### config.mk
export PLATFORM = sky130hd
export DESIGN_NAME = wb_arbiter_flat
export DESIGN_NICKNAME = d
export VERILOG_FILES = /design/src/rtl/wb_arbiter_pkg.sv /design/src/rtl/wb_arbiter_if.sv /design/src/rtl/wb_fifo.sv /design/src/rtl/wb_arbiter.sv /design/src/flat_wrapper.sv
export SDC_FILE = /design/constraint.sdc
export NUM_CORES = 1
export LEC_CHECK = 0
export CAP_MARGIN = 20
export CORE_AREA = 2 2 105 208
export CTS_BUF_LIST = sky130_fd_sc_hd__clkbuf_8 sky130_fd_sc_hd__clkbuf_16
export DETAILED_ROUTE_END_ITERATION = 10
export DIE_AREA = 0 0 107 210
export PLACE_DENSITY_LB_ADDON = 0.25
export SYNTH_ARGS = -nofsm -noshare
export SYNTH_HDL_FRONTEND = slang
export SYNTH_SLANG_ARGS = --single-unit
### constraint.sdc
create_clock -name clk -period 4.6 [get_ports clk]
set_input_delay 0.92 -clock clk [delete_from_list [all_inputs] [get_ports clk]]
set_output_delay 0.92 -clock clk [all_outputs]
set_load 0.005 [all_outputs]
### src/rtl/wb_arbiter_pkg.sv
// Shared definitions for the writeback arbiter.
// Contents: word/register-address widths, the buffered writeback entry
// type, and the hard-wired zero register address.
package wb_arbiter_pkg;
    localparam int WORD_SIZE    = 32;
    localparam int REG_ADDR_LEN = 5;

    // Writes to r0 are architecturally discarded.
    localparam logic [REG_ADDR_LEN-1:0] REG_ZERO = '0;

    typedef struct packed {
        logic [REG_ADDR_LEN-1:0] dest;
        logic [WORD_SIZE-1:0]    val;
    } wb_entry_t;
endpackage

### src/rtl/wb_arbiter_if.sv
// Bus bundle between the writeback arbiter and its surroundings.
// Signals:
//   prim_*     primary (ALU/load) result handshake
//   sec_*      secondary (mult/div) result handshake
//   wb_*       register file write port
//   pipe_stall stall request to the upstream pipeline
//   hz_*       hazard query addresses and pending-write flags
// Modports: slave = arbiter side, master = producer/consumer side.
interface wb_arbiter_if #(
    parameter int WORD_SIZE    = 32,
    parameter int REG_ADDR_LEN = 5
);
    logic                    prim_valid;
    logic                    prim_ready;
    logic [REG_ADDR_LEN-1:0] prim_dest;
    logic [WORD_SIZE-1:0]    prim_val;

    logic                    sec_valid;
    logic                    sec_ready;
    logic [REG_ADDR_LEN-1:0] sec_dest;
    logic [WORD_SIZE-1:0]    sec_val;

    logic                    wb_en;
    logic [REG_ADDR_LEN-1:0] wb_dest;
    logic [WORD_SIZE-1:0]    wb_val;
    logic                    pipe_stall;

    logic [REG_ADDR_LEN-1:0] hz_src1;
    logic [REG_ADDR_LEN-1:0] hz_src2;
    logic                    hz_busy1;
    logic                    hz_busy2;

    modport slave (
        input  prim_valid, prim_dest, prim_val,
        input  sec_valid, sec_dest, sec_val,
        input  hz_src1, hz_src2,
        output prim_ready, sec_ready,
        output wb_en, wb_dest, wb_val, pipe_stall,
        output hz_busy1, hz_busy2
    );

    modport master (
        output prim_valid, prim_dest, prim_val,
        output sec_valid, sec_dest, sec_val,
        output hz_src1, hz_src2,
        input  prim_ready, sec_ready,
        input  wb_en, wb_dest, wb_val, pipe_stall,
        input  hz_busy1, hz_busy2
    );
endinterface

### src/rtl/wb_fifo.sv
// Circular buffer for secondary writeback results.
// Ports:
//   clk, rst          clock, synchronous active-high reset
//   push, din         enqueue request and entry (ignored when full)
//   pop, dout         dequeue request (ignored when empty), head entry
//   full, empty       occupancy flags
//   entry_vld         per-slot occupied flags
//   entry_dest        per-slot destination register, for hazard compare
// DEPTH must be a power of two so the pointers wrap by plain overflow.
module wb_fifo
    import wb_arbiter_pkg::*;
#(
    parameter int DEPTH = 4
) (
    input  logic                                 clk,
    input  logic                                 rst,
    input  logic                                 push,
    input  logic                                 pop,
    input  wb_entry_t                            din,
    output wb_entry_t                            dout,
    output logic                                 full,
    output logic                                 empty,
    output logic [DEPTH-1:0]                     entry_vld,
    output logic [DEPTH-1:0][REG_ADDR_LEN-1:0]   entry_dest
);
    localparam int PTR_W = $clog2(DEPTH);
    localparam int CNT_W = $clog2(DEPTH + 1);

    wb_entry_t         mem [DEPTH];
    logic [PTR_W-1:0]  wr_ptr;
    logic [PTR_W-1:0]  rd_ptr;
    logic [CNT_W-1:0]  count;
    logic              do_push;
    logic              do_pop;

    assign full    = (count == CNT_W'(DEPTH));
    assign empty   = (count == '0);
    assign do_push = push && !full;
    assign do_pop  = pop && !empty;
    assign dout    = mem[rd_ptr];

    for (genvar i = 0; i < DEPTH; i++) begin : g_dest
        assign entry_dest[i] = mem[i].dest;
    end

    // Storage needs no reset; entry_vld qualifies every slot.
    always_ff @(posedge clk) begin
        if (do_push) mem[wr_ptr] <= din;
    end

    // When both fire the FIFO is neither empty nor full, so the write and
    // read slots differ and the two entry_vld updates never collide.
    always_ff @(posedge clk) begin
        if (rst) begin
            wr_ptr    <= '0;
            rd_ptr    <= '0;
            count     <= '0;
            entry_vld <= '0;
        end else begin
            if (do_push) begin
                wr_ptr            <= wr_ptr + 1'b1;
                entry_vld[wr_ptr] <= 1'b1;
            end
            if (do_pop) begin
                rd_ptr            <= rd_ptr + 1'b1;
                entry_vld[rd_ptr] <= 1'b0;
            end
            case ({do_push, do_pop})
                2'b10:   count <= count + 1'b1;
                2'b01:   count <= count - 1'b1;
                default: count <= count;
            endcase
        end
    end
endmodule

### src/rtl/wb_arbiter.sv
// Writeback arbiter: merges the single-cycle primary pipeline and the
// buffered multi-cycle secondary unit onto one register file write port.
// Ports:
//   clk, rst   clock, synchronous active-high reset
//   bus        wb_arbiter_if.slave: prim/sec handshakes, registered wb_*
//              write port, registered pipe_stall, combinational hazard
//              lookup (hz_src1/2 -> hz_busy1/2)
// Primary wins every cycle unless pipe_stall is up; pipe_stall is raised
// after STARVE_LIMIT consecutive primary wins over a non-empty FIFO.
// wb_entry_t fixes the FIFO entry width to the package constants, so the
// WORD_SIZE/REG_ADDR_LEN overrides must match them.
module wb_arbiter
    import wb_arbiter_pkg::*;
#(
    parameter int WORD_SIZE    = wb_arbiter_pkg::WORD_SIZE,
    parameter int REG_ADDR_LEN = wb_arbiter_pkg::REG_ADDR_LEN,
    parameter int FIFO_DEPTH   = 4,
    parameter int STARVE_LIMIT = 3
) (
    input  logic         clk,
    input  logic         rst,
    wb_arbiter_if.slave  bus
);
    localparam int SC_W = $clog2(STARVE_LIMIT + 1);
    localparam logic [SC_W-1:0] LIMIT = SC_W'(STARVE_LIMIT);

    logic                                      prim_xfer;
    logic                                      sec_xfer;
    logic                                      push;
    logic                                      pop;
    logic                                      full;
    logic                                      empty;
    wb_entry_t                                 sec_entry;
    wb_entry_t                                 head;
    logic [WORD_SIZE-1:0]                      head_val;
    logic [REG_ADDR_LEN-1:0]                   head_dest;
    logic [FIFO_DEPTH-1:0]                     entry_vld;
    logic [FIFO_DEPTH-1:0][REG_ADDR_LEN-1:0]   entry_dest;
    logic [SC_W-1:0]                           starve_cnt;
    logic [SC_W-1:0]                           starve_nxt;
    logic                                      hz1;
    logic                                      hz2;

    assign bus.prim_ready = !bus.pipe_stall;
    assign bus.sec_ready  = !full;
    assign prim_xfer      = bus.prim_valid && !bus.pipe_stall;
    assign sec_xfer       = bus.sec_valid && !full;
    // r0 results are acknowledged but never buffered.
    assign push           = sec_xfer && (bus.sec_dest != REG_ZERO);
    assign pop            = !prim_xfer && !empty;

    assign sec_entry = '{dest: bus.sec_dest, val: bus.sec_val};
    assign head_dest = head.dest;
    assign head_val  = head.val;

    wb_fifo #(.DEPTH(FIFO_DEPTH)) u_fifo (
        .clk        (clk),
        .rst        (rst),
        .push       (push),
        .pop        (pop),
        .din        (sec_entry),
        .dout       (head),
        .full       (full),
        .empty      (empty),
        .entry_vld  (entry_vld),
        .entry_dest (entry_dest)
    );

    // Counts primary wins over a waiting FIFO head; saturates at LIMIT.
    always_comb begin
        starve_nxt = starve_cnt;
        if (pop || empty)
            starve_nxt = '0;
        else if (prim_xfer && starve_cnt != LIMIT)
            starve_nxt = starve_cnt + 1'b1;
    end

    always_ff @(posedge clk) begin
        if (rst) begin
            bus.wb_en      <= 1'b0;
            bus.wb_dest    <= '0;
            bus.wb_val     <= '0;
            bus.pipe_stall <= 1'b0;
            starve_cnt     <= '0;
        end else begin
            starve_cnt     <= starve_nxt;
            // Raised the edge the counter lands on LIMIT, so the primary
            // wins exactly STARVE_LIMIT times before being held off.
            bus.pipe_stall <= (starve_nxt == LIMIT);
            if (prim_xfer) begin
                // An r0 primary still consumes the slot, as a bubble.
                bus.wb_en   <= (bus.prim_dest != REG_ZERO);
                bus.wb_dest <= bus.prim_dest;
                bus.wb_val  <= bus.prim_val;
            end else if (pop) begin
                bus.wb_en   <= 1'b1;
                bus.wb_dest <= head_dest;
                bus.wb_val  <= head_val;
            end else begin
                bus.wb_en   <= 1'b0;
            end
        end
    end

    // Pending writes: buffered entries plus the write on the port now.
    always_comb begin
        hz1 = bus.wb_en && (bus.wb_dest == bus.hz_src1);
        hz2 = bus.wb_en && (bus.wb_dest == bus.hz_src2);
        for (int i = 0; i < FIFO_DEPTH; i++) begin
            hz1 = hz1 || (entry_vld[i] && entry_dest[i] == bus.hz_src1);
            hz2 = hz2 || (entry_vld[i] && entry_dest[i] == bus.hz_src2);
        end
        bus.hz_busy1 = hz1 && (bus.hz_src1 != REG_ZERO);
        bus.hz_busy2 = hz2 && (bus.hz_src2 != REG_ZERO);
    end
endmodule

### src/flat_wrapper.sv
// flat-port wrapper written by rule: the top's interface ports become plain ports
module wb_arbiter_flat import wb_arbiter_pkg::*;
#(
    parameter int WORD_SIZE    = wb_arbiter_pkg::WORD_SIZE,
    parameter int REG_ADDR_LEN = wb_arbiter_pkg::REG_ADDR_LEN,
    parameter int FIFO_DEPTH   = 4,
    parameter int STARVE_LIMIT = 3
)
  (clk, rst, bus_prim_valid, bus_prim_dest, bus_prim_val, bus_sec_valid, bus_sec_dest, bus_sec_val, bus_hz_src1, bus_hz_src2, bus_prim_ready, bus_sec_ready, bus_wb_en, bus_wb_dest, bus_wb_val, bus_pipe_stall, bus_hz_busy1, bus_hz_busy2);
  wb_arbiter_if #(.WORD_SIZE(WORD_SIZE), .REG_ADDR_LEN(REG_ADDR_LEN)) bus_i ();
  input  logic clk;
  input  logic rst;
  input wire logic [$bits(bus_i.prim_valid)-1:0] bus_prim_valid;
  input wire logic [$bits(bus_i.prim_dest)-1:0] bus_prim_dest;
  input wire logic [$bits(bus_i.prim_val)-1:0] bus_prim_val;
  input wire logic [$bits(bus_i.sec_valid)-1:0] bus_sec_valid;
  input wire logic [$bits(bus_i.sec_dest)-1:0] bus_sec_dest;
  input wire logic [$bits(bus_i.sec_val)-1:0] bus_sec_val;
  input wire logic [$bits(bus_i.hz_src1)-1:0] bus_hz_src1;
  input wire logic [$bits(bus_i.hz_src2)-1:0] bus_hz_src2;
  output wire logic [$bits(bus_i.prim_ready)-1:0] bus_prim_ready;
  output wire logic [$bits(bus_i.sec_ready)-1:0] bus_sec_ready;
  output wire logic [$bits(bus_i.wb_en)-1:0] bus_wb_en;
  output wire logic [$bits(bus_i.wb_dest)-1:0] bus_wb_dest;
  output wire logic [$bits(bus_i.wb_val)-1:0] bus_wb_val;
  output wire logic [$bits(bus_i.pipe_stall)-1:0] bus_pipe_stall;
  output wire logic [$bits(bus_i.hz_busy1)-1:0] bus_hz_busy1;
  output wire logic [$bits(bus_i.hz_busy2)-1:0] bus_hz_busy2;
  assign bus_i.prim_valid = bus_prim_valid;
  assign bus_i.prim_dest = bus_prim_dest;
  assign bus_i.prim_val = bus_prim_val;
  assign bus_i.sec_valid = bus_sec_valid;
  assign bus_i.sec_dest = bus_sec_dest;
  assign bus_i.sec_val = bus_sec_val;
  assign bus_i.hz_src1 = bus_hz_src1;
  assign bus_i.hz_src2 = bus_hz_src2;
  assign bus_prim_ready = bus_i.prim_ready;
  assign bus_sec_ready = bus_i.sec_ready;
  assign bus_wb_en = bus_i.wb_en;
  assign bus_wb_dest = bus_i.wb_dest;
  assign bus_wb_val = bus_i.wb_val;
  assign bus_pipe_stall = bus_i.pipe_stall;
  assign bus_hz_busy1 = bus_i.hz_busy1;
  assign bus_hz_busy2 = bus_i.hz_busy2;
  wb_arbiter #(.WORD_SIZE(WORD_SIZE), .REG_ADDR_LEN(REG_ADDR_LEN), .FIFO_DEPTH(FIFO_DEPTH), .STARVE_LIMIT(STARVE_LIMIT)) u_core (.clk(clk), .rst(rst), .bus(bus_i));
endmodule
Word level (Yosys, flattened, before mapping)
Memory sizes are Yosys's and may differ from the RTL's. A register that Yosys moved wholly into a read port is not among the register bits.
Index checks and enable logic that the tools add are counted.
- add/sub/neg operators: 5
- $lt $le $gt $ge: 4
- equality and inequality tests: 15
- muxes and demuxes: 20
- bitwise gates (word level): 3
- reduce and logical (&&, ||, !) cells: 41
- operator list (kind ; number):
    32-bit 2-to-1 mux ; 2
    5-bit equality test ; 10
    1-bit logical AND ; 21
    5-bit nonzero test ; 4
    4-bit 2-to-1 mux ; 3
    5-bit 2-to-1 mux ; 2
    1-bit logical OR ; 9
    2-bit 2-to-1 mux ; 4
    2-bit by 1-bit adder with 2-bit output (second input constant) ; 3
    2-bit by 3-bit < comparator with 1-bit output (second input constant) ; 2
    1-bit 2-to-1 mux ; 6
    3-bit case mux with 2 select lines ; 1
    4-bit AND ; 1
    1-bit demux with 2-bit select ; 2
    2-bit equality test (second input constant) ; 2
    2-bit by 1-bit >= comparator with 1-bit output (second input constant) ; 2
    1-bit logical NOT ; 4
    4-bit NOT ; 1
    4-bit OR ; 1
    2-bit nonzero test ; 2
    3-bit by 1-bit adder with 3-bit output (second input constant) ; 1
    3-bit equality test (second input constant) ; 1
    3-bit logical NOT ; 1
    3-bit by 1-bit subtractor with 3-bit output (second input constant) ; 1
    other kinds (2) ; 2
- flip-flop bits (word level): 52
- RAM bits: 148
- bits of input ports: 88
- output and inout bits: 43
- word-level logic and storage cells: 98
- memories kept: 1
- memories (name ; words ; bits a word ; rd ports ; clocked after Yosys merged registers in ; write ports ; RTL line ; RTL):
    u_core.u_fifo.mem ; 4 ; 37 ; 5 ; 1 ; 1 ; wb_fifo.sv:29 ; wb_entry_t mem [DEPTH];

Logic depth before layout (Yosys ltp)
- word-level depth: 9
- mapped depth: 10
- depth with buffers taken out: 10

By module
A second synthesis with hierarchy kept.
- cells, all modules: 558
- area total of the unflattened synthesis: 8652.0 um2
- by module, submodules not included (module ; instances ; cells each ; area an instance (um2) ; sequential area each (um2)):
    wb_fifo ; 1 ; 282 ; 6144.6 ; 4704.5
    wb_arbiter ; 1 ; 276 ; 2507.4 ; 820.8

Worst setup path after synthesis
Ideal clock, no wire load.
- path type: input -> register
- start: input bus_sec_dest[0]
- end: register u_core.u_fifo.count[2]
- setup time: 0.071 ns
- data arrival time: 2.959 ns
- data required time: 4.529 ns
- setup slack: 1.570 ns
- stages: 9
- buffers on the path: 0
- cells stage by stage: or4_4 > o211a_4 > inv_1 > ha_1 > inv_1 > fa_1 > xor2_1 > or3_1 > a21oi_1
- word-level cells in the longest chain between the ends: 5
- elaborated cells on any way between the ends: 7
- those cells by class: eq/ne: 2; mux: 1; reduce/logical: 4
- ends and longest elaborated chain (what ; RTL line ; RTL):
    start: declaration ; flat_wrapper.sv:17 ; input wire logic [$bits(bus_i.sec_dest)-1:0] bus_sec_dest;
    5-bit nonzero test (*) ; wb_arbiter.sv:49 ; assign push = sec_xfer && (bus.sec_dest != REG_ZERO);
    1-bit logical AND (*) ; wb_arbiter.sv:49 ;
    1-bit logical AND (*) ; wb_fifo.sv:38 ; assign do_push = push && !full;
    2-bit by 1-bit equality test with 1-bit output / 2-bit equality test (equally long branches) ; wb_fifo.sv:68 ; case ({do_push, do_pop})
    3-bit case mux with 2 select lines / 2-bit nonzero test (equally long branches) ; n/a ;
    end signal: assignment ; wb_fifo.sv:69 ; 2'b10: count <= count + 1'b1;
    end signal: assignment ; wb_fifo.sv:70 ; 2'b01: count <= count - 1'b1;
    end signal: assignment ; wb_fifo.sv:71 ; default: count <= count;
    end: declaration ; wb_fifo.sv:32 ; logic [CNT_W-1:0] count;
Every way passes the cells marked *; elsewhere a longest branch is shown, timed or not.
A chain may end at the register's enable or synchronous reset.

Worst setup path after layout
- start: input bus_hz_src2[3]
- end: output bus_hz_busy2
- word-level cells in the longest chain between the ends: 7
- elaborated cells on any way between the ends: 16
- those cells by class: eq/ne: 5; reduce/logical: 11
- ends and longest elaborated chain (what ; RTL line ; RTL):
    start: declaration ; flat_wrapper.sv:20 ; input wire logic [$bits(bus_i.hz_src2)-1:0] bus_hz_src2;
    5-bit equality test, on equally long branches ; wb_arbiter.sv:108, wb_arbiter.sv:111 ;
    1-bit logical AND, on equally long branches ; wb_arbiter.sv:108, wb_arbiter.sv:111 ;
    1-bit logical OR (4 in a row) ; wb_arbiter.sv:111 ; hz2 = hz2 || (entry_vld[i] && entry_dest[i] == bus.hz_src2);
    1-bit logical AND (*) ; wb_arbiter.sv:114 ; bus.hz_busy2 = hz2 && (bus.hz_src2 != REG_ZERO);
    end: declaration ; flat_wrapper.sv:28 ; output wire logic [$bits(bus_i.hz_busy2)-1:0] bus_hz_busy2;
Marks and branches as above.

==> flow_metrics.py <==
metrics = {
    "timing": {
        "period_needed_ps": 3910,
        "clock.fmax_ghz": 0.256,
        "hold_viol_final": 0,
        "slew_headroom_pct": 28.6,
        "finalSetupViolCount": 0,
        "skew_ps": 7.44,
        "rsz0062_at_grt": "no",
        "drv_slew": 0,
        "tightest_slew_ps": 1070,
        "fin_crit_sh_pct": 84.9,
        "fin_tns_setup_ps": 0,
    },
    "clocking": {
        "cts_setup_buffers": 0,
        "path_clk_slew_ps": 70,
        "root_buffer": "clkbuf_16",
        "cts_inserted_buffers": 19,
        "clk_latency_ps": 480,
        "clkSinkCount": 202,
        "holdBufCountCts": 0,
        "clock_path_buffers": 3,
        "cts_tree": "built",
        "ctsResizeCount": 0,
        "htreeDepth": 1,
    },
    "synthesis": {
        "synthArstFlopShare_pct": 0,
        "synth_seq_cells": 202,
        "netlist_area_um2": 8380,
        "synth_nets": 671,
        "synth-main-ff-cell": "edfxtp_1",
        "syn_inst": 572,
        "synth.distinct_cells": 32,
        "syn_area_per_cell_um2": 14.7,
        "synth_edf_count": 148,
        "synth-warning-count": 0,
        "ys_seq_area_share_pct": 65.9,
    },
    "floorplanning": {
        "dieArea_um2": 22500,
        "core_area_um2": 20900,
        "ios": 131,
        "die_x_um": 107,
        "initial_core_util_pct": 40.0,
        "die_height_um": 210,
        "rows": 75,
    },
    "min_path": {
        "hold_class": "reg2reg",
    },
    "critical_path": {
        "worstPathArrival_ps": 2990,
        "cp-start-kind": "input pin",
        "crit_required_ps": 3680,
        "cp-end-kind": "output pin",
        "path_class": "in2out",
        "crit_fanout": 6,
    },
    "run": {
        "cap_violations": 0,
    },
    "cells_and_area": {
        "nets": 786,
        "syn_to_final_growth_pct": 25.4,
        "final_util_pct": 50.2,
        "final_common_cell": "edfxtp_1",
        "drive_gt1_share_pct": 11.7,
        "final_cell_mix": "148 x edfxtp_1, 129 x clkdlybuf4s50_1, 76 x nand2_1, 52 x dfxtp_1, 47 x nor2_1",
    },
    "pwr": {
        "power.density_nw_per_um2": 522,
        "ir_worst_vdd_v": 0.000303,
        "p_leak_nw": 3.54,
    },
    "global_routing": {
        "grt_pass1_vias": 5622,
        "grt_start_max_net_pins": 53,
        "grt-ovfl-total": 0,
        "track_usage_pct": 18.3,
        "grt_pass1_wl_um": 31000,
        "antenna_found_initial": 1,
    },
    "detailed_routing": {
        "vias": 5067,
        "via_per_inst": 5.23,
        "drtIter0Drc": 190,
        "ant_nets": 0,
        "dr.pass1.iters": 4,
        "wire_per_inst_um": 20.9,
        "drc": 0,
        "wl_um": 20200,
    },
    "placement": {
        "portBuffers": 130,
        "globalplace.congestion": 0.841,
        "dp_hpwl_um": 13700,
    },
    "status": {
        "status": "completed",
    },
}
synth_stat cells (2+ instances only):
| master | n | share of area [%] |
|---|---|---|
| edfxtp_1 | 148 | 53 |
| nand2_1 | 77 | 3.4 |
| dfxtp_1 | 54 | 13 |
| nor2_1 | 47 | 2.1 |
| xor2_1 | 43 | 4.5 |
| a311oi_1 | 37 | 3.9 |
| mux4_2 | 37 | 9.9 |
| clkbuf_1 | 25 | 1.1 |
| nand3_1 | 13 | 0.78 |
| xnor2_1 | 12 | 1.3 |
| nor4_1 | 11 | 0.82 |
| ha_1 | 10 | 1.5 |
| inv_1 | 10 | 0.45 |
| a21oi_1 | 7 | 0.42 |
| buf_2 | 7 | 0.42 |
| and2_4 | 4 | 0.42 |
| buf_6 | 4 | 0.54 |
| o21a_1 | 4 | 0.36 |
| buf_1 | 3 | 0.13 |
| or4_1 | 3 | 0.27 |
| mux2i_1 | 2 | 0.24 |
| nor3_1 | 2 | 0.12 |
| o22a_1 | 2 | 0.21 |
| or3_1 | 2 | 0.15 |
sequential cells by signal (all words and copies together) (netlist names), named ones only:
signal                   cells
u_core.u_fifo.rd_ptr         2
u_core.starve_cnt            2
u_core.u_fifo.entry_vld      4
u_core.u_fifo.mem          148
u_core.u_fifo.count          3
u_core.bus.wb_en             1
u_core.u_fifo.wr_ptr         2
u_core.bus.wb_dest           5
u_core.bus.wb_val           32
u_core.bus.pipe_stall        1
layout make-up:
class / count / area (um^2)
Antenna cell: 1 / 2.50
Clock buffer: 21 / 503
Clock inverter: 12 / 140
Fill cell: 1800 / 10400
Inverter: 10 / 37.5
Multi-Input combinational cell: 320 / 2640
Sequential cell: 202 / 5530
Tap cell: 269 / 337
Timing Repair Buffer: 134 / 1330
cells by family (layout without fill, tap and decap cells):
group / Yosys count / in the layout / synth area share [%]
DFF: 202 / 202 / 65.9
and+or+nand+nor: 161 / 161 / 8.36
xor gates and xnor gates: 55 / 55 / 5.75
AOI/OAI and AO/OA: 54 / 54 / 5.33
buffers and inverters: 50 / 177 / 2.72
muxes: 39 / 39 / 10.2
adders and majority gates: 11 / 11 / 1.73
other: 0 / 1 / 0
through the flow:
step | cell area, um^2 | cells | hold WS, ps | worst slack [ps] | power, mW
finish | 10500 | 969 | 480 | 694 | 5.49
global route | 10500 | 969 | 502 | 513 | 5.76
CTS | 10500 | 968 | 481 | 662 | 5.57
detailed placement | 9860 | 935 | 471 | 682 | 3.96
global placement | 9860 | 935 | 466 | 658 | 3.92
floorplan | 8380 | 572 | 462 | 1570 | 3.35
path summary, 6_finish.rpt:
kind	slack, ps	to	from	depth (start not counted)
hold / removal	480	u_core.bus.wb_val[30]	u_core.bus.wb_val[30]	2
setup reg to reg	2240	u_core.bus.wb_dest[3]	flop	4
setup / recovery	690	bus_hz_busy2	bus_hz_src2[3]	7
hold reg to reg	480	u_core.bus.wb_val[30]	u_core.bus.wb_val[30]	2
per-layer routing:
layer  global-route usage (%)  vias to the layer above  share of wire (%)
li1                         -                     2368                  -
met1                     17.3                     2528                 33
met2                     37.3                      129                 60
met3                     2.29                       42                3.2
met4                     8.15                        0                4.1
met5                        0                        -                  0
report_power, final:
group	internal [mW]	switching [mW]	total (mW)	leakage, nW
logic	0.685	0.767	1.45	1.41
registers	2.21	0.214	2.43	1.81
clock network	0.958	0.654	1.61	0.321
worst max-delay path, stage by stage:
cell             delay [ps]
clkdlybuf4s50_1         610
xor2_1                  230
nor4_1                  390
nand3_1                 140
nand2_1                  80
o22a_1                  130
clkdlybuf4s50_1         500
(Power assumes the default switching activity.)
